**config.mk**
```make
export PLATFORM = sky130hd
export DESIGN_NAME = wb_interconnect
export DESIGN_NICKNAME = d
export VERILOG_FILES = /design/src/rtl/wb_pkg.sv /design/src/rtl/wb_addr_decoder.sv /design/src/rtl/wb_interconnect.sv
export SDC_FILE = /design/constraint.sdc
export NUM_CORES = 1
export LEC_CHECK = 0
export ABC_CLOCK_PERIOD_IN_PS = 3550
export CORE_MARGIN = 3
export CORE_UTILIZATION = 42
export DETAILED_ROUTE_END_ITERATION = 12
export HOLD_SLACK_MARGIN = 0.12
export PLACE_DENSITY = 0.89
export SETUP_SLACK_MARGIN = 0.05
export SLEW_MARGIN = 15
export SYNTH_ARGS = -nofsm -noshare
export SYNTH_HDL_FRONTEND = slang
export SYNTH_SLANG_ARGS = --single-unit
```
**constraint.sdc**
```tcl
create_clock -name clk_i -period 3.55 [get_ports clk_i]
set_input_delay 0.355 -clock clk_i [delete_from_list [all_inputs] [get_ports clk_i]]
set_output_delay 0.355 -clock clk_i [all_outputs]
set_load 0.02 [all_outputs]
```
**src/rtl/wb_pkg.sv**
```systemverilog
// Shared types and constants for the Wishbone single-master interconnect.
package wb_pkg;

  // Transaction FSM states
  typedef enum logic [1:0] {
    IDLE = 2'd0,
    WAIT = 2'd1,
    RESP = 2'd2
  } state_e;

  // Response kind presented to the master during RESP
  typedef enum logic [1:0] {
    RSP_NONE = 2'd0,
    RSP_ACK  = 2'd1,
    RSP_ERR  = 2'd2,
    RSP_RTY  = 2'd3
  } rsp_e;

  // Default number of stalled WAIT cycles before a bus error is forced
  localparam int unsigned DEFAULT_TIMEOUT = 16;

  // 16-bit increment that sticks at all-ones
  function automatic logic [15:0] sat_inc16(input logic [15:0] v);
    return (v == 16'hFFFF) ? v : v + 16'd1;
  endfunction

endpackage

```
**src/rtl/wb_addr_decoder.sv**
```systemverilog
// Combinational address decoder: one-hot hit vector (lowest slave wins on overlap) plus miss flag.
module wb_addr_decoder #(
  parameter int unsigned                NUM_SLAVES     = 3,
  parameter logic [32*NUM_SLAVES-1:0]   BASE_ADDRESSES = {32'h3000_0000, 32'h2000_0000, 32'h1000_0000},
  parameter logic [32*NUM_SLAVES-1:0]   SIZES          = {32'h1000, 32'h4000, 32'h20_0000}
) (
  input  logic [31:0]           adr_i,
  output logic [NUM_SLAVES-1:0] hit_o,
  output logic                  miss_o
);

  logic [NUM_SLAVES-1:0] match;

  // Windows are power-of-two sized and aligned, so a mask compare is enough
  for (genvar gi = 0; gi < NUM_SLAVES; gi++) begin : g_match
    localparam logic [31:0] BASE = BASE_ADDRESSES[gi*32 +: 32];
    localparam logic [31:0] MASK = ~(SIZES[gi*32 +: 32] - 32'd1);
    assign match[gi] = ((adr_i & MASK) == BASE);
  end

  // Keep only the lowest-numbered matching window
  always_comb begin
    logic found;
    hit_o = '0;
    found = 1'b0;
    for (int unsigned k = 0; k < NUM_SLAVES; k++) begin
      if (match[k] && !found) begin
        hit_o[k] = 1'b1;
        found    = 1'b1;
      end
    end
  end

  assign miss_o = ~|match;

endmodule

```
**src/rtl/wb_interconnect.sv**
```systemverilog
// Single-master, multi-slave Wishbone interconnect with address decode,
// registered request/response paths, stall timeout and status counters.
module wb_interconnect
  import wb_pkg::*;
#(
  parameter int unsigned              NUM_SLAVES     = 3,
  parameter logic [32*NUM_SLAVES-1:0] BASE_ADDRESSES = {32'h3000_0000, 32'h2000_0000, 32'h1000_0000},
  parameter logic [32*NUM_SLAVES-1:0] SIZES          = {32'h1000, 32'h4000, 32'h20_0000},
  parameter int unsigned              TIMEOUT_CYCLES = DEFAULT_TIMEOUT
) (
  input  logic                     clk_i,
  input  logic                     rst_i,
  input  logic                     m_cyc_i,
  input  logic                     m_stb_i,
  input  logic [31:0]              m_adr_i,
  input  logic [3:0]               m_sel_i,
  input  logic                     m_we_i,
  input  logic [31:0]              m_dat_i,
  output logic [31:0]              m_dat_o,
  output logic                     m_ack_o,
  output logic                     m_err_o,
  output logic                     m_rty_o,
  output logic [NUM_SLAVES-1:0]    s_cyc_o,
  output logic [NUM_SLAVES-1:0]    s_stb_o,
  output logic [31:0]              s_adr_o,
  output logic [3:0]               s_sel_o,
  output logic                     s_we_o,
  output logic [31:0]              s_dat_o,
  input  logic [32*NUM_SLAVES-1:0] s_dat_i,
  input  logic [NUM_SLAVES-1:0]    s_ack_i,
  input  logic [NUM_SLAVES-1:0]    s_err_i,
  input  logic [NUM_SLAVES-1:0]    s_rty_i,
  output logic [15:0]              timeout_count_o,
  output logic [15:0]              decode_miss_count_o
);

  // Value of the WAIT counter in the last cycle a slave may still answer
  localparam logic [15:0] TIMEOUT_LAST = 16'(TIMEOUT_CYCLES - 1);

  state_e                state_q, state_d;
  rsp_e                  rsp_q, rsp_d;
  logic [NUM_SLAVES-1:0] grant_q, grant_d;
  logic [NUM_SLAVES-1:0] s_req_q, s_req_d;
  logic [15:0]           wait_cnt_q, wait_cnt_d;
  logic [15:0]           tmo_cnt_q, tmo_cnt_d;
  logic [15:0]           miss_cnt_q, miss_cnt_d;
  logic [31:0]           m_dat_q, m_dat_d;
  logic [31:0]           s_adr_q, s_adr_d;
  logic [31:0]           s_dat_q, s_dat_d;
  logic [3:0]            s_sel_q, s_sel_d;
  logic                  s_we_q, s_we_d;

  logic [NUM_SLAVES-1:0] dec_hit;
  logic                  dec_miss;
  logic [31:0]           gnt_dat;
  logic                  gnt_ack, gnt_err, gnt_rty;

  wb_addr_decoder #(
    .NUM_SLAVES     (NUM_SLAVES),
    .BASE_ADDRESSES (BASE_ADDRESSES),
    .SIZES          (SIZES)
  ) u_dec (
    .adr_i  (m_adr_i),
    .hit_o  (dec_hit),
    .miss_o (dec_miss)
  );

  // Only the granted slave's response lines and data are ever looked at
  assign gnt_ack = |(s_ack_i & grant_q);
  assign gnt_err = |(s_err_i & grant_q);
  assign gnt_rty = |(s_rty_i & grant_q);

  // AND-OR mux of the granted slave's read data
  always_comb begin
    gnt_dat = '0;
    for (int unsigned k = 0; k < NUM_SLAVES; k++) begin
      if (grant_q[k]) gnt_dat = s_dat_i[k*32 +: 32];
    end
  end

  // Next-state and next-output computation for the transaction FSM
  always_comb begin
    state_d    = state_q;
    rsp_d      = RSP_NONE;
    grant_d    = grant_q;
    s_req_d    = s_req_q;
    wait_cnt_d = wait_cnt_q;
    tmo_cnt_d  = tmo_cnt_q;
    miss_cnt_d = miss_cnt_q;
    m_dat_d    = m_dat_q;
    s_adr_d    = s_adr_q;
    s_dat_d    = s_dat_q;
    s_sel_d    = s_sel_q;
    s_we_d     = s_we_q;

    case (state_q)
      IDLE: begin
        if (m_cyc_i && m_stb_i) begin
          if (dec_miss) begin
            state_d    = RESP;
            rsp_d      = RSP_ERR;
            m_dat_d    = '0;
            miss_cnt_d = sat_inc16(miss_cnt_q);
          end else begin
            state_d    = WAIT;
            grant_d    = dec_hit;
            s_req_d    = dec_hit;
            wait_cnt_d = '0;
            s_adr_d    = m_adr_i;
            s_dat_d    = m_dat_i;
            s_sel_d    = m_sel_i;
            s_we_d     = m_we_i;
          end
        end
      end

      WAIT: begin
        if (!m_cyc_i) begin
          // Master abandoned the cycle: release the slave silently
          state_d = IDLE;
          s_req_d = '0;
        end else if (gnt_ack) begin
          state_d = RESP;
          rsp_d   = RSP_ACK;
          m_dat_d = gnt_dat;
          s_req_d = '0;
        end else if (gnt_err || gnt_rty) begin
          state_d = RESP;
          rsp_d   = gnt_err ? RSP_ERR : RSP_RTY;
          m_dat_d = '0;
          s_req_d = '0;
        end else if (wait_cnt_q == TIMEOUT_LAST) begin
          state_d   = RESP;
          rsp_d     = RSP_ERR;
          m_dat_d   = '0;
          s_req_d   = '0;
          tmo_cnt_d = sat_inc16(tmo_cnt_q);
        end else begin
          wait_cnt_d = wait_cnt_q + 16'd1;
        end
      end

      RESP: begin
        state_d = IDLE;
      end

      default: begin
        state_d = IDLE;
        s_req_d = '0;
      end
    endcase
  end

  // State and output registers with synchronous active-low reset
  always_ff @(posedge clk_i) begin
    if (!rst_i) begin
      state_q    <= IDLE;
      rsp_q      <= RSP_NONE;
      grant_q    <= '0;
      s_req_q    <= '0;
      wait_cnt_q <= '0;
      tmo_cnt_q  <= '0;
      miss_cnt_q <= '0;
      m_dat_q    <= '0;
      s_adr_q    <= '0;
      s_dat_q    <= '0;
      s_sel_q    <= '0;
      s_we_q     <= 1'b0;
    end else begin
      state_q    <= state_d;
      rsp_q      <= rsp_d;
      grant_q    <= grant_d;
      s_req_q    <= s_req_d;
      wait_cnt_q <= wait_cnt_d;
      tmo_cnt_q  <= tmo_cnt_d;
      miss_cnt_q <= miss_cnt_d;
      m_dat_q    <= m_dat_d;
      s_adr_q    <= s_adr_d;
      s_dat_q    <= s_dat_d;
      s_sel_q    <= s_sel_d;
      s_we_q     <= s_we_d;
    end
  end

  assign m_ack_o             = (rsp_q == RSP_ACK);
  assign m_err_o             = (rsp_q == RSP_ERR);
  assign m_rty_o             = (rsp_q == RSP_RTY);
  assign m_dat_o             = m_dat_q;
  assign s_cyc_o             = s_req_q;
  assign s_stb_o             = s_req_q;
  assign s_adr_o             = s_adr_q;
  assign s_sel_o             = s_sel_q;
  assign s_we_o              = s_we_q;
  assign s_dat_o             = s_dat_q;
  assign timeout_count_o     = tmo_cnt_q;
  assign decode_miss_count_o = miss_cnt_q;

endmodule

```
## After elaboration in Yosys (flattened, before gate mapping)

Index checks and enable logic that the tools add are counted.

- Flip-flop bits (word level): 159
- Latch bits: 0
- Bits in writable memories: 0
- Bits in read-only memories: 0
- Input bits: 178
- Output and inout port bits: 142
- Logic and storage cells: 106
- Memories: 0

- Add/subtract/negate cells: 3
- $mul: 0
- Divide/modulo/power cells: 0
- Order comparisons: 0
- Equality and inequality tests: 20
- Shifts and indexed selects: 0
- Multiplexer cells: 43
- Bitwise operators: 9
- Reduce and logical (&&, ||, !) cells: 19

Operators with widths:

| cell | count |
|---|---|
| 32-bit 2-to-1 mux | 9 |
| 16-bit 2-to-1 mux | 6 |
| 32-bit one-hot mux with 2 select lines | 1 |
| 16-bit by 1-bit adder with 16-bit output (second input constant) | 3 |
| 16-bit equality test (second input constant) | 2 |
| 16-bit one-hot mux with 2 select lines | 1 |
| 2-bit 2-to-1 mux | 12 |
| 20-bit by 18-bit equality test with 1-bit output (second input constant) | 1 |
| 18-bit by 16-bit equality test with 1-bit output (second input constant) | 1 |
| 3-bit 2-to-1 mux | 6 |
| 16-bit by 4-bit equality test with 1-bit output (second input constant) | 1 |
| 2-bit != test (second input constant) | 6 |
| 3-bit OR reduction | 4 |
| 11-bit by 8-bit equality test with 1-bit output (second input constant) | 1 |
| 3-bit bitwise AND | 3 |
| 3-bit one-hot mux with 3 select lines | 1 |
| 2-bit one-hot mux with 2 select lines | 2 |
| 4-bit AND reduction | 2 |
| 7-bit AND reduction | 1 |
| 2-bit equality test (second input constant) | 3 |
| 1-bit inverter | 6 |
| 6-bit AND reduction | 1 |
| 1-bit 2-to-1 mux | 5 |
| 5-bit != test (second input constant) | 1 |
| 11 further kinds | 15 |

## Depth between registers and ports, before layout

- Depth after elaboration: 11
- Depth in mapped cells: 8
- Gate-level depth less buffers: 6

## Hierarchy

Synthesis repeated with hierarchy kept, for this count alone.

- Cell total of the unflattened synthesis: 907
- Area, all modules: 7,110.6 sq um

By module, submodules not included:

| module | instances | cells an instance | area each (sq um) | sequential area each (sq um) |
|---|---|---|---|---|
| wb_interconnect | 1 | 891 | 6,999.2 | 3,183.1 |
| wb_addr_decoder | 1 | 16 | 111.4 | 0.0 |

## Worst setup path before layout

OpenSTA, ideal clock, no wires.

- Kind: flip-flop to flip-flop
- Start point: reg grant_q[1]
- End point: reg tmo_cnt_q[11], in the netlist timeout_count_o[11]
- Library setup time: 0.070 ns
- Data arrival time: 2.403 ns
- Data required time: 3.480 ns
- Slack: 1.076 ns
- Stages on the path, launching flop included: 8
- Path buffers: 2
- Clock period less this slack: 2.474 ns
- Cells stage by stage: dfxtp_1 buf_6 a222oi_1 nand3_2 or4b_1 buf_2 or4_1 a21oi_1

- Word-level cells in the longest chain between the ends: 5
- Elaborated cells on any way between the ends: 10
- Those cells by class: 5 x bitwise; 5 x reduce/logical

Ends and longest elaborated chain:

| element | RTL line | source |
|---|---|---|
| start, declared | wb_interconnect.sv:42 | `logic [NUM_SLAVES-1:0] grant_q, grant_d;` |
| start signal, assigned | wb_interconnect.sv:172 | `grant_q <= grant_d;` |
| 3-bit bitwise AND, on equally long branches | wb_interconnect.sv:70, wb_interconnect.sv:71 |  |
| 3-bit OR reduction, on equally long branches | wb_interconnect.sv:70, wb_interconnect.sv:71 |  |
| 1-bit logical OR | wb_interconnect.sv:127 | `end else if (gnt_err \|\| gnt_rty) begin` |
| 1-bit inverter (no line) | -- |  |
| 6-bit AND reduction (no line) * | -- |  |
| end signal, assigned | wb_interconnect.sv:175 | `tmo_cnt_q <= tmo_cnt_d;` |
| end, declared | wb_interconnect.sv:45 | `logic [15:0] tmo_cnt_q, tmo_cnt_d;` |

Every way passes the cells marked *; elsewhere a longest branch is shown, timed or not.
A chain may end at the register's enable or synchronous reset.

## Final worst setup path

- Start point: reg wait_cnt_q[7]
- End point: reg tmo_cnt_q[5], in the netlist timeout_count_o[5]

- Word-level cells in the longest chain between the ends: 2

Ends and longest elaborated chain:

| element | RTL line | source |
|---|---|---|
| start, declared | wb_interconnect.sv:44 | `logic [15:0] wait_cnt_q, wait_cnt_d;` |
| start signal, assigned | wb_interconnect.sv:174 | `wait_cnt_q <= wait_cnt_d;` |
| 16-bit by 4-bit equality test with 1-bit output | wb_interconnect.sv:132 | `end else if (wait_cnt_q == TIMEOUT_LAST) begin` |
| 6-bit AND reduction (no line) | -- |  |

Every way passes these cells.

==> metrics <==
R2R Path End=timeout_count_o[5]; worst skew pair latency=between 0.4 and 0.5 ns; FF+latch count, synth=about 160; final setup fails=0; CTS sink cnt=about 160; maxcap violations=0; dpl ws=0.554 ns; worst path arrival time=~3.1 ns; status=completed; slew margin rel.=roughly 37%; DRC=0; reg-to-reg slack, setup=approximately 0.78 ns; total core area=~0.017 mm2; CTS buffer count=17; row count=47; starting density of the core=a little over two fifths; fin. max-slew vios=0; final cell count without fillers=1,436; fin crit share=78.0%; post-layout min period=~2.8 ns; initial drt markers=583; depth of the CTS H-tree=4; Placer Congestion=between 0.8 and 0.9; critical-path cell list=nor4_1, nand4_1, or3_1, nor4b_1, mux2i_1; Top delay family on crit path=simple AND/OR/NAND/NOR gates; initial antenna violation count=0; Mapped Area=approximately 0.0073 mm2; RR Startpoint=wait_cnt_q[7]; EDFF count, synth=0; FMAX=roughly 360 MHz; Post-Syn Area per Cell=7.90 um2; min-delay worst type=reg2reg; Synth Flop Type=dfxtp_1; Fin. Hold Viols=0; Async SR Flop Fraction=0%; worst reg2reg path depth=5; Die ar.=0.0189 mm2; Worst Path Required=just under 4 ns; nets=between 1,000 and 1,500; largest net degree at the start of global routing=between 60 and 70; # Post-CTS Setup Buffers=0; Leak=about 3.6 nW; fraction of layout cells with a size suffix above 1=approximately 5%; Hold Path End=s_dat_o[9]; total gr overflow=0; Total Power=between 3 and 4 mW; CTS max path bufs=2; post_cts resized=0; Synth-to-Final Area Change=53.4%; CP Launch Type=flip-flop; Root Driver=clkbuf_16; slew at the pin closest to its max-slew limit=0.943 ns; crit path kind=reg2reg; CP max stage cell=or3_1; Mapped Cells=between 900 and 1,000; Max Fanout on Critical Path=22; CP max stage delay=0.72 ns; io pins=320; Final Util=about 66%; Hold Startpoint=s_dat_o[9]; Synthesized Nets=approximately 1,100; DR WL/cell=17.6 um; number of global-route vias before repair=7,269; synth warn=0; TNS Setup=0 ns; Yosys cell types=53; PwrDens=between 300 and 400 mW/mm2; placed insts=~1,400; Die Span X=around 140 um; buffers plus inverters on the worst setup path=0; Die Y=around 140 um; CTS tree=done; gr usage total=25.2%; clock skew=around 0.012 ns; CTS clk-pin slew, worst paths=about 0.06 ns; WL final=25.3 mm; post-synthesis sequential area ratio=between 40% and 50%; Final HPWL DP=roughly 19 mm; worst vdd ir=around 0.34 mV; Post-CTS Hold Buffers=0; Final ANT Viol Nets=0; Diodes inserted=0; first-pass GRT wire length=roughly 38 mm; via count=about 8,000; worst setup margin=just under 0.8 ns; Hold Crit Depth=2; Port-buffer cells=between 300 and 400; via/cell ratio=around 5.6; Critical Path End Type=flip-flop; drt pass-1 iters=5; RSZ-0062 raised after global routing=false
[cell usage after synthesis (4+ instances only)]
| cell | count | area [um2] |
|---|---|---|
| a21oi_1 | 98 | 490 |
| a22oi_1 | 33 | 248 |
| a31oi_1 | 13 | 81.3 |
| and2_1 | 14 | 87.6 |
| and3_1 | 7 | 43.8 |
| and4_1 | 7 | 61.3 |
| buf_2 | 4 | 20.0 |
| clkbuf_1 | 60 | 225 |
| dfxtp_1 | 159 | 3180 |
| inv_1 | 5 | 18.8 |
| mux2i_1 | 38 | 380 |
| nand2_1 | 250 | 938 |
| nand2b_1 | 12 | 75.1 |
| nand3_1 | 18 | 90.1 |
| nand4_1 | 12 | 75.1 |
| nor2_1 | 16 | 60.1 |
| nor2b_1 | 6 | 37.5 |
| nor3_1 | 14 | 70.1 |
| nor4_1 | 12 | 75.1 |
| nor4b_1 | 5 | 43.8 |
| o21ai_0 | 45 | 225 |
| o31ai_1 | 17 | 128 |
| or3_1 | 9 | 56.3 |
| or4_1 | 17 | 128 |
[registers in the layout, indices dropped and copies added (netlist names)]
signal	cells
decode_miss_count_o	16
grant_q	3
m_dat_o	32
rsp_q	2
s_adr_o	32
s_cyc_o	3
s_dat_o	32
s_sel_o	4
s_we_o	1
state_q	2
timeout_count_o	16
wait_cnt_q	16
[power breakdown]
group	leakage (nW)	total [mW]	internal [mW]	switching, mW
Clock	0.269	1.72	0.931	0.789
Combinational	2.05	0.298	0.193	0.105
Sequential	1.28	1.79	1.79	0.00315
[per-layer routing]
metal  global-route usage (%)  routed length (um)  up-vias  part of all wire, %
met2                     41.5               12300      353                   49
met1                     31.6               10000     3752                   40
met5                        0                   0        -                    0
li1                         -                   -     3836                    -
met3                     8.29                2440       42                  9.7
met4                     7.10                 528        0                  2.1
[tightest hold or removal path, delay by kind of cell (launching register included)]
kind               cells  cell delay (ns)
AOI/OAI and AO/OA      1             0.05
DFF                    1             0.31
and+or+nand+nor        1             0.05
[worst max path at each step]
| stage | end | startpoint | cells after the start | slack [ns] |
|---|---|---|---|---|
| 2_1_floorplan | timeout_count_o[11] | grant_q[1] | 7 | 1.08 |
| 3_3_place_gp | timeout_count_o[9] | s_err_i[0] | 6 | 0.67 |
| 3_5_place_dp | timeout_count_o[5] | s_err_i[0] | 6 | 0.55 |
| 4_1_cts | timeout_count_o[5] | wait_cnt_q[7] | 5 | 0.83 |
| 5_1_grt | timeout_count_o[5] | wait_cnt_q[7] | 5 | 0.62 |
| 6_report | timeout_count_o[5] | wait_cnt_q[7] | 5 | 0.78 |
[metrics by stage]
step,hold WS (ns),area [um2]
final,0.453,11100
after global routing,0.461,11100
after CTS,0.455,11100
after detailed placement,0.445,10600
after global placement,0.440,10600
after floorplan,0.447,7260
[layout by cell type (no fill, tap or decap), drive strengths merged, types with 5 or more instances in the layout]
cell,instances
or3,9
and4,7
o31ai,17
dfxtp,159
clkbuf,19
or4,17
nor2,16
nand3,19
mux2i,38
nor3,14
nor4b,5
inv,11
nand4,12
buf,16
and2,14
nand2,250
nor4,12
nand2b,12
clkdlybuf4s50,318
o21ai,46
and3,7
a22oi,33
a31oi,13
a21oi,98
nor2b,6
clkinv,5
[cells by family (layout without fill, tap and decap cells)]
kind of cell / Yosys count / after routing / synth area share (%)
AND/OR/NAND/NOR: 408 / 408 / 26.4
AO/OA/AOI/OAI: 236 / 236 / 19.7
flip-flops: 159 / 159 / 43.8
buffers and inverters: 74 / 371 / 4.15
multiplexers: 39 / 39 / 5.39
adder cells (fa/ha/maj): 3 / 3 / 0.517
[cell type report]
cell class	count	area [um2]
inverter	5	20.0
clock inverter	13	105
fill	1385	5630
sequential	159	3180
timing repair buffer	334	3310
clock buffer	19	443
multi-input combinational	686	3790
tap	220	275
(Power assumes the default switching activity.)
